**src/rtl/regfile_port_arbiter.sv**
```systemverilog
// regfile_port_arbiter
// Shares the single address/data port of the register file between two requesters.
// Each command runs IDLE -> ACCESS -> RESP, so a transaction always costs three
// cycles and the winner sees a one-cycle ack (with err for a blocked write).
//
// state     | meaning
// ----------+---------------------------------------------------------------
// ST_IDLE   | sample requests, pick winner round-robin, load port registers
// ST_ACCESS | drive rf_* for the latched command, capture read data
// ST_RESP   | pulse winner's ack/err, hand priority to the other requester
module regfile_port_arbiter #(
   parameter int unsigned DATA_WIDTH = 32,
   parameter int unsigned ADDR_WIDTH = 3,
   parameter logic [(2**ADDR_WIDTH)-1:0] WR_PROTECT_MASK = '0
) (
   input  logic                  clk,
   input  logic                  reset,
   input  logic                  a_req,
   input  logic                  a_we,
   input  logic [ADDR_WIDTH-1:0] a_addr,
   input  logic [DATA_WIDTH-1:0] a_wdata,
   output logic                  a_ack,
   output logic                  a_err,
   output logic [DATA_WIDTH-1:0] a_rdata,
   input  logic                  b_req,
   input  logic                  b_we,
   input  logic [ADDR_WIDTH-1:0] b_addr,
   input  logic [DATA_WIDTH-1:0] b_wdata,
   output logic                  b_ack,
   output logic                  b_err,
   output logic [DATA_WIDTH-1:0] b_rdata,
   output logic [ADDR_WIDTH-1:0] rf_addr,
   output logic                  rf_we,
   output logic [DATA_WIDTH-1:0] rf_wdata,
   input  logic [DATA_WIDTH-1:0] rf_rdata,
   output logic                  busy
);

   typedef enum logic [1:0] {
      ST_IDLE   = 2'd0,
      ST_ACCESS = 2'd1,
      ST_RESP   = 2'd2
   } state_t;

   state_t                r_state;
   logic                  r_ptr;
   logic                  r_id;
   logic                  r_we;
   logic                  r_prot;
   logic                  r_a_ack;
   logic                  r_a_err;
   logic                  r_b_ack;
   logic                  r_b_err;
   logic [DATA_WIDTH-1:0] r_a_rdata;
   logic [DATA_WIDTH-1:0] r_b_rdata;
   logic [ADDR_WIDTH-1:0] r_rf_addr;
   logic                  r_rf_we;
   logic [DATA_WIDTH-1:0] r_rf_wdata;
   logic                  r_busy;

   logic                  w_grant_b;
   logic                  w_sel_we;
   logic [ADDR_WIDTH-1:0] w_sel_addr;
   logic [DATA_WIDTH-1:0] w_sel_wdata;
   logic                  w_sel_prot;
   logic                  w_wr_ok;

   // B wins when it is the only requester, or both request and the pointer favours B.
   assign w_grant_b   = b_req & (~a_req | r_ptr);
   assign w_sel_we    = w_grant_b ? b_we    : a_we;
   assign w_sel_addr  = w_grant_b ? b_addr  : a_addr;
   assign w_sel_wdata = w_grant_b ? b_wdata : a_wdata;
   assign w_sel_prot  = WR_PROTECT_MASK[w_sel_addr];
   assign w_wr_ok     = w_sel_we & ~w_sel_prot;

   // Sequencer with all outputs registered; port values are loaded on the IDLE->ACCESS
   // edge so that rf_* are valid for exactly the ACCESS cycle.
   always_ff @(posedge clk) begin
      if (reset) begin
         r_state    <= ST_IDLE;
         r_ptr      <= 1'b0;
         r_id       <= 1'b0;
         r_we       <= 1'b0;
         r_prot     <= 1'b0;
         r_a_ack    <= 1'b0;
         r_a_err    <= 1'b0;
         r_b_ack    <= 1'b0;
         r_b_err    <= 1'b0;
         r_a_rdata  <= '0;
         r_b_rdata  <= '0;
         r_rf_addr  <= '0;
         r_rf_we    <= 1'b0;
         r_rf_wdata <= '0;
         r_busy     <= 1'b0;
      end else begin
         case (r_state)
            ST_IDLE: begin
               if (a_req | b_req) begin
                  r_id       <= w_grant_b;
                  r_we       <= w_sel_we;
                  r_prot     <= w_sel_we & w_sel_prot;
                  r_rf_addr  <= w_sel_addr;
                  r_rf_we    <= w_wr_ok;
                  r_rf_wdata <= w_wr_ok ? w_sel_wdata : '0;
                  r_busy     <= 1'b1;
                  r_state    <= ST_ACCESS;
               end
            end
            ST_ACCESS: begin
               if (!r_we) begin
                  if (r_id) r_b_rdata <= rf_rdata;
                  else      r_a_rdata <= rf_rdata;
               end
               r_rf_addr  <= '0;
               r_rf_we    <= 1'b0;
               r_rf_wdata <= '0;
               r_a_ack    <= ~r_id;
               r_b_ack    <= r_id;
               r_a_err    <= ~r_id & r_prot;
               r_b_err    <= r_id & r_prot;
               r_state    <= ST_RESP;
            end
            ST_RESP: begin
               r_a_ack <= 1'b0;
               r_a_err <= 1'b0;
               r_b_ack <= 1'b0;
               r_b_err <= 1'b0;
               r_ptr   <= ~r_id;
               r_busy  <= 1'b0;
               r_state <= ST_IDLE;
            end
            default: begin
               r_busy  <= 1'b0;
               r_state <= ST_IDLE;
            end
         endcase
      end
   end

   assign a_ack    = r_a_ack;
   assign a_err    = r_a_err;
   assign a_rdata  = r_a_rdata;
   assign b_ack    = r_b_ack;
   assign b_err    = r_b_err;
   assign b_rdata  = r_b_rdata;
   assign rf_addr  = r_rf_addr;
   assign rf_we    = r_rf_we;
   assign rf_wdata = r_rf_wdata;
   assign busy     = r_busy;

endmodule

```
**config.mk**
```make
export PLATFORM = sky130hd
export DESIGN_NAME = regfile_port_arbiter
export DESIGN_NICKNAME = d
export VERILOG_FILES = /design/src/rtl/regfile_port_arbiter.sv
export SDC_FILE = /design/constraint.sdc
export NUM_CORES = 1
export LEC_CHECK = 0
export CAP_MARGIN = 20
export CORE_ASPECT_RATIO = 0.6
export CORE_UTILIZATION = 35
export CTS_CLUSTER_DIAMETER = 200
export DETAILED_ROUTE_END_ITERATION = 16
export PLACE_DENSITY = 0.72
export RECOVER_POWER = 50
export SLEW_MARGIN = 20
export SYNTH_ARGS = -nofsm -noshare
export SYNTH_HDL_FRONTEND = slang
export SYNTH_SLANG_ARGS = --single-unit
export TNS_END_PERCENT = 1
```
**constraint.sdc**
```tcl
create_clock -name clk -period 1.82 [get_ports clk]
set_clock_uncertainty 0.05 [all_clocks]
set_input_delay 0.455 -clock clk [delete_from_list [all_inputs] [get_ports clk]]
set_output_delay 0.455 -clock clk [all_outputs]
set_load 0.005 [all_outputs]
```
==> results.yml <==
sta:
  hold_slack_ns: 0.4038
  setup_viol: 0
  setup_slack_ns: 0.03811
  hold_violations: 0
  period_minus_slack_ns: 1.782
  slew_violations: 0
  grt_setup_unrepaired: "false"
  period_share_pct: 97.91
  fmax_ghz: 0.5612
critical_path:
  worstSetupPathType: "in2reg"
  setup.worst_path.end_class: "flop"
  critPathLaunchType: "input pin"
  critPathTopFamily: "buffers and inverters"
  path_max_fanout: 5
  critPathMaxStageDelay_ns: 0.59
  worstPathRequired_ns: 1.97
  cp.arrival_ns: 1.93
  worst-path-buf-inv: 4
  path_cells: "dlygate4sd3_1, clkbuf_2, nor2_4, clkbuf_1, inv_1, a21oi_1, a311oi_1"
  cp_slowest_cell: "dlygate4sd3_1"
pwr:
  p_per_area_nw_per_um2: 794.4
  combPwrFrac_pct: 19.6
  pwr-share-clk_pct: 33.3
  finalPower_uw: 5488
  power.leakage_uw: 0.002610
  swShare_pct: 26.07
  p_seq_share_pct: 47.1
  p_sw_uw: 1431
  intPower_uw: 4057
  vdd_drop_max_mv: 0.3908
clocking:
  cts_resized: 0
  cts_root_buf: "clkbuf_16"
  clockBufferDepth: 2
  hold_buffers: 0
  cts_sinks: 108
  post-cts-setup-buffer-count: 0
  clk_pin_slew_ns: 0.07
  clk_latency_ns: 0.33
  cts_buffers: 9
  cts.htree.levels: 3
  cts_tree: "done"
detailed_routing:
  wl_per_cell_microns: 14.85
  vias: 3893
  vias_per_cell: 4.702
  ant_nets: 0
  drt_iter0_drc: 164
  drc: 0
  dr.pass1.iters: 4
  routed_wl_mm: 12.29
floorplanning:
  dieArea_sq_um: 12870
  die-height_microns: 88.26
  initial_core_util_pct: 35.98
  rows: 31
  core_sq_um: 12060
  ios: 213
  die_x_microns: 145.8
placed_design:
  post-place-ws_ns: -0.1779
  numPortBuffers: 210
  dpl-instance-area_sq_um: 6688
  gp_congestion: 0.8065
  dp.final_hpwl_mm: 9.051
final_layout:
  postLayoutCellArea_sq_um: 6908
  area_delta_synth_final_pct: 59.15
  diodes: 0
  drive_gt1_share_pct: 9.804
  fin_nets: 769
synthesis:
  synth-edff-count: 0
  yosysTopAreaCell: "dfxtp_1"
  yosysTopAreaCellShare_pct: 49.81
  synthFlopType: "dfxtp_1"
  ys_seq_area_share_pct: 49.81
  avgSynthCellArea_sq_um: 9.560
  synth.most_common_cell: "nand2_1"
  synthArstFlopShare_pct: 0
  ys_seq_elements: 108
  ys_top_cells_by_area: "dfxtp_1 (50%), nand2_1 (11%), o2bb2ai_2 (10%)"
  synth_cell_types: 33
  synth_common_cells: "nand2_1 (132), dfxtp_1 (108), a21oi_1 (68)"
  yosys_warnings: 0
  synth_area_sq_um: 4340
  syn_inst: 454
global_routing:
  grt_pass1_vias: 3900
  grt_usage_pct: 19.50
  grt_max_degree: 50
  antenna_found_initial: 0
  grt_first_pass_wirelength_mm: 19.80
  gr-total-overflow: 0
job:
  maxCapViolations: 0
run_status:
  status: "complete, no violations"
worst_hold_path:
  min_path_type: "reg2reg"
==> worst register-to-register path, cell delays in order, from the launching register on <==
cell and delay, ns:
dfxtp_1 0.36, inv_1 0.07, ha_1 0.27, clkbuf_1 0.15, a211o_2 0.33, buf_8 0.19
o2bb2ai_1 0.18
==> logic make-up (layout without fill, tap and decap cells) <==
group                    Yosys count  count (layout)  share of synthesized area, %
AND/OR/NAND/NOR                  157             157                         15.16
AO/OA/AOI/OAI                    109             109                         20.21
flip-flops                       108             108                         49.81
buffers and inverters             39             247                         5.333
multiplexers                      37              37                         8.533
adder cells (fa/ha/maj)            3               3                        0.8649
other                              1               2                       0.08640
==> layout make-up <==
class                   instances  area (sq um)
repair buffers                228          2306
clock inverters                 6         48.80
flip-flops and latches        108          2162
fillers                      1050          5155
well taps                     165         206.4
clock buffers                  10         229.0
multi-input cells             308          1944
inverters                       3         11.26
==> layer usage <==
layer,global-route usage [%],vias to the layer above,wire length (microns)
li1,-,1954,-
met1,25.53,1799,5892
met2,32.58,134,5644
met3,5.464,6,715
met4,3.828,0,42
met5,0,-,0
==> worst paths after layout <==
kind | start | end | slack, ns | cells past startpoint
setup reg to reg | r_state[1] | rf_wdata[0] | 0.15 | 6
hold reg to reg | a_rdata[3] | a_rdata[3] | 0.40 | 2
setup / recovery | b_req | r_we | 0.04 | 7
hold / removal | a_rdata[3] | a_rdata[3] | 0.40 | 2
==> state kept, by name, indices dropped and copies added, names as in the netlist <==
signal and count:
a_ack 1, rf_we 1, rf_addr 3, b_ack 1, r_id 1, busy 1, rf_wdata 32, r_ptr 1
a_rdata 32, r_we 1, b_rdata 32, r_state 2
==> stage by stage <==
| stage | std cells | TNS [ns] | utilization (%) |
|---|---|---|---|
| 2_1_floorplan | 455 | 0 | - |
| 3_3_place_gp | 812 | -2.863 | 55.44 |
| 3_5_place_dp | 812 | -5.308 | 55.44 |
| 4_1_cts | 828 | 0 | 57.74 |
| 5_1_grt | 828 | 0 | 57.27 |
| 6_report | 828 | 0 | 57.27 |
==> layout by cell type (no fill, tap or decap), types with 2 or more instances in the layout <==
| master | synthesis | routed |
|---|---|---|
| a21oi_1 | 68 | 68 |
| buf_12 | 0 | 6 |
| buf_2 | 11 | 2 |
| buf_4 | 5 | 4 |
| buf_6 | 7 | 2 |
| clkbuf_1 | 11 | 4 |
| clkbuf_16 | 0 | 9 |
| clkdlybuf4s50_1 | 0 | 196 |
| clkinvlp_4 | 0 | 2 |
| conb_1 | 1 | 2 |
| dfxtp_1 | 108 | 108 |
| dlygate4sd3_1 | 0 | 13 |
| ha_1 | 3 | 3 |
| inv_1 | 3 | 3 |
| mux2i_1 | 37 | 37 |
| nand2_1 | 132 | 132 |
| nand2b_1 | 2 | 2 |
| nand3_1 | 4 | 4 |
| nand3b_1 | 3 | 3 |
| nor2_1 | 6 | 6 |
| nor2_4 | 1 | 2 |
| o2bb2ai_1 | 6 | 9 |
| o2bb2ai_2 | 29 | 26 |
==> power groups by stage <==
stage | Clock (uW) | Combinational, uW | Sequential [uW]
6_report | 1830 | 1080 | 2580
5_1_grt | 2000 | 1160 | 2600
4_1_cts | 1900 | 1120 | 2580
3_5_place_dp | 0 | 1110 | 2640
3_3_place_gp | 0 | 1090 | 2630
2_1_floorplan | 0 | 459 | 2640
Note: power is estimated with default switching activity, not from simulation.
==> patch (same flow settings) <==
Encoding of `state_t`: now one-hot (3 bits for 3 states).
--- a/src/rtl/regfile_port_arbiter.sv
+++ b/src/rtl/regfile_port_arbiter.sv
@@ -36,10 +36,10 @@
    output logic                  busy
 );
 
-   typedef enum logic [1:0] {
-      ST_IDLE   = 2'd0,
-      ST_ACCESS = 2'd1,
-      ST_RESP   = 2'd2
+   typedef enum logic [2:0] {
+      ST_IDLE   = 3'b001,
+      ST_ACCESS = 3'b010,
+      ST_RESP   = 3'b100
    } state_t;
 
    state_t                r_state;
Behaviour: no difference found for any inputs over 4 cycles, from zero or initial values and one cycle with reset high; so few cycles prove little.
==> patch against the unedited design <==
- total power is 0.28% lower
- synthesized area up 1.0%
- critical endpoint is now rf_wdata[27]$_SDFFE_PP0P_
- routed wire length is 1.1% lower
- cell count increased by 0.36%
- worst setup slack improved by 0.0092 ns
- final area up 0.54%
- highest routed layer unchanged
- sequential cell count rose by 1
- largest power group unchanged
==> patch: results (changes against the unedited design) <==
Outcome
  – Status: finished clean

GRT
  – Number of global-route vias before repair: 3,814 (-2.2%)
  – Initial antenna violation count: 0 (unchanged)
  – First-pass GRT wire length: 18,900 um (-4.3%)
  – All-Layer GR Usage: 18.6% (-0.91 points)
  – Largest net degree at the start of global routing: 75 (+50%)

Min path
  – WHS Endpoint: a_rdata[27]$_SDFFE_PP0P_
  – Hold wc startpoint: a_rdata[27]$_SDFFE_PP0P_

Placed design
  – Placed Instances: 815 (+0.37%)
  – Area post-placement: 6720 um^2 (+0.52%)
  – Pre-CTS worst setup slack: -0.253 ns (-0.0751 ns)
  – Dpl hpwl: 8810 um (-2.7%)
  – Port Buffers: 210 (unchanged)
  – GPL Wtd Cong: 0.791 (-1.9%)

Detailed routing
  – Routed length per instance: 14.6 um (-1.4%)
  – Initial DRC count: 116 (-29%)
  – Initial DRT Pass Iterations: 4 (unchanged)
  – Final Routed Wirelength: 12,200 um (-1.1%)
  – Via Count: 3,912 (+0.49%)

Cells and area
  – # diodes: 0 (unchanged)
  – Clk cell area share: 4.56% (+0.54 points)
  – Non-clock inverters: 6 (+3)
  – Final core utilization: 57.2% (about the same)
  – Fraction of layout cells with a size suffix above 1: 10.2% (+0.41 points)
  – Plain + repair buffers: 232 (+1.8%)
  – Fraction of area in multi-input gates: 27.2% (-0.93 points)
  – CLK BUF: 10 (unchanged)
  – Multi-Input Combinational: 303 (-1.6%)
  – Final non-clock buffer share: 33.4% (+0.054 points)
  – Filler cells: 1,047 (-0.29%)
  – Seq area share: 31.4% (+0.12 points)

Clock tree
  – CTS root buffer: clkbuf_16
  – CTS Sinks: 109 (+0.93%)
  – Worst-skew pair later-pin latency: 0.35 ns (+0.02 ns)
  – CTS clk-pin slew, worst paths: 0.07 ns (about the same)
  – Num CTS Buffers: 9 (unchanged)
  – Post-CTS Setup Bufs: 0 (unchanged)

Synthesis
  – YS warnings: 0 (unchanged)
  – Mapped Avg Cell Area: 9.68 um^2 (+1.2%)
  – Number of library cell types mapped by synthesis: 35 (+6.1%)
  – Area contributors post-synth: dfxtp_1, nand2_1, o2bb2ai_2
  – Most common flop cell mapped by yosys: dfxtp_1
  – Post-synth top cells: nand2_1, dfxtp_1, a21oi_1
  – Sequential share of the synthesized area: 49.8% (about the same)

Worst setup path
  – Worst EP arrival: 2.00 ns (+0.07 ns)
  – Critical R2R Capture: rf_wdata[27]$_SDFFE_PP0P_
  – Critical R2R Launch: r_state[1]$_SDFFE_PP0P_
  – Flop2flop setup slack: 0.10 ns (-0.05 ns)
  – Worst-path maximum fanout: 7 (+2)

Timing
  – Worst hold slack: 0.404 ns (+0.000621 ns)
  – Final hold viol count: 0 (unchanged)

Power and ir drop
  – Peak VDD IR: 404 uV (+3.4%)
  – Pleak: 2.57 nW (-1.5%)
## patch: changes by cell type in the layout (fill, tap and decap cells not counted), moves of 4 or more
cell / before / now
buf_4: 4 / 10
o2bb2ai_2: 26 / 22
clkdlybuf4s50_1: 196 / 202
dlygate4sd3_1: 13 / 7
## patch: metal layers
layer	vias to the layer above	wire length [um]	global-route usage (%)
met3	11	726	5.15
met4	0	125	5.68
li1	1963	-	-
met1	1813	5800	24.3
met2	125	5520	30.2
met5	-	0	0
## patch: where the power goes
part           switching, mW  internal (mW)
combinational          0.340          0.516
clock                  0.931           1.13
sequential            0.0716           2.48
## patch: cell families (layout without fill, tap and decap cells)
group	count (synthesis)	in the layout	synth area share, %
multiplexers	35	35	7.99
flip-flops	109	109	49.8
buffers and inverters	42	254	6.45
AND/OR/NAND/NOR	150	150	14.3
AO/OA/AOI/OAI	116	116	21.4
other	1	2	0.0855
## patch: worst max-delay path, stage by stage
cell and delay (ns):
clkdlybuf4s50_1 0.48, nor2_1 0.08, or4_1 0.48, clkinv_4 0.09, o21ai_4 0.06, buf_2 0.18
o2bb2ai_1 0.17
## patch: worst max-delay path by stage
stage / to / slack, ns / start / depth (start not counted)
after CTS: rf_wdata[22] / 0.04 / rf_wdata[22]$_SDFFE_PP0P_ / 1
after global placement: rf_wdata[31]$_SDFFE_PP0P_ / -0.20 / a_req / 7
final: rf_wdata[27]$_SDFFE_PP0P_ / 0.05 / a_req / 7
after detailed placement: rf_wdata[15]$_SDFFE_PP0P_ / -0.25 / a_req / 7
after global routing: rf_wdata[15]$_SDFFE_PP0P_ / 0.01 / a_req / 7
after floorplan: a_rdata[3]$_SDFFE_PP0P_ / 0.25 / r_state[0]$_SDFFE_PP1P_ / 7
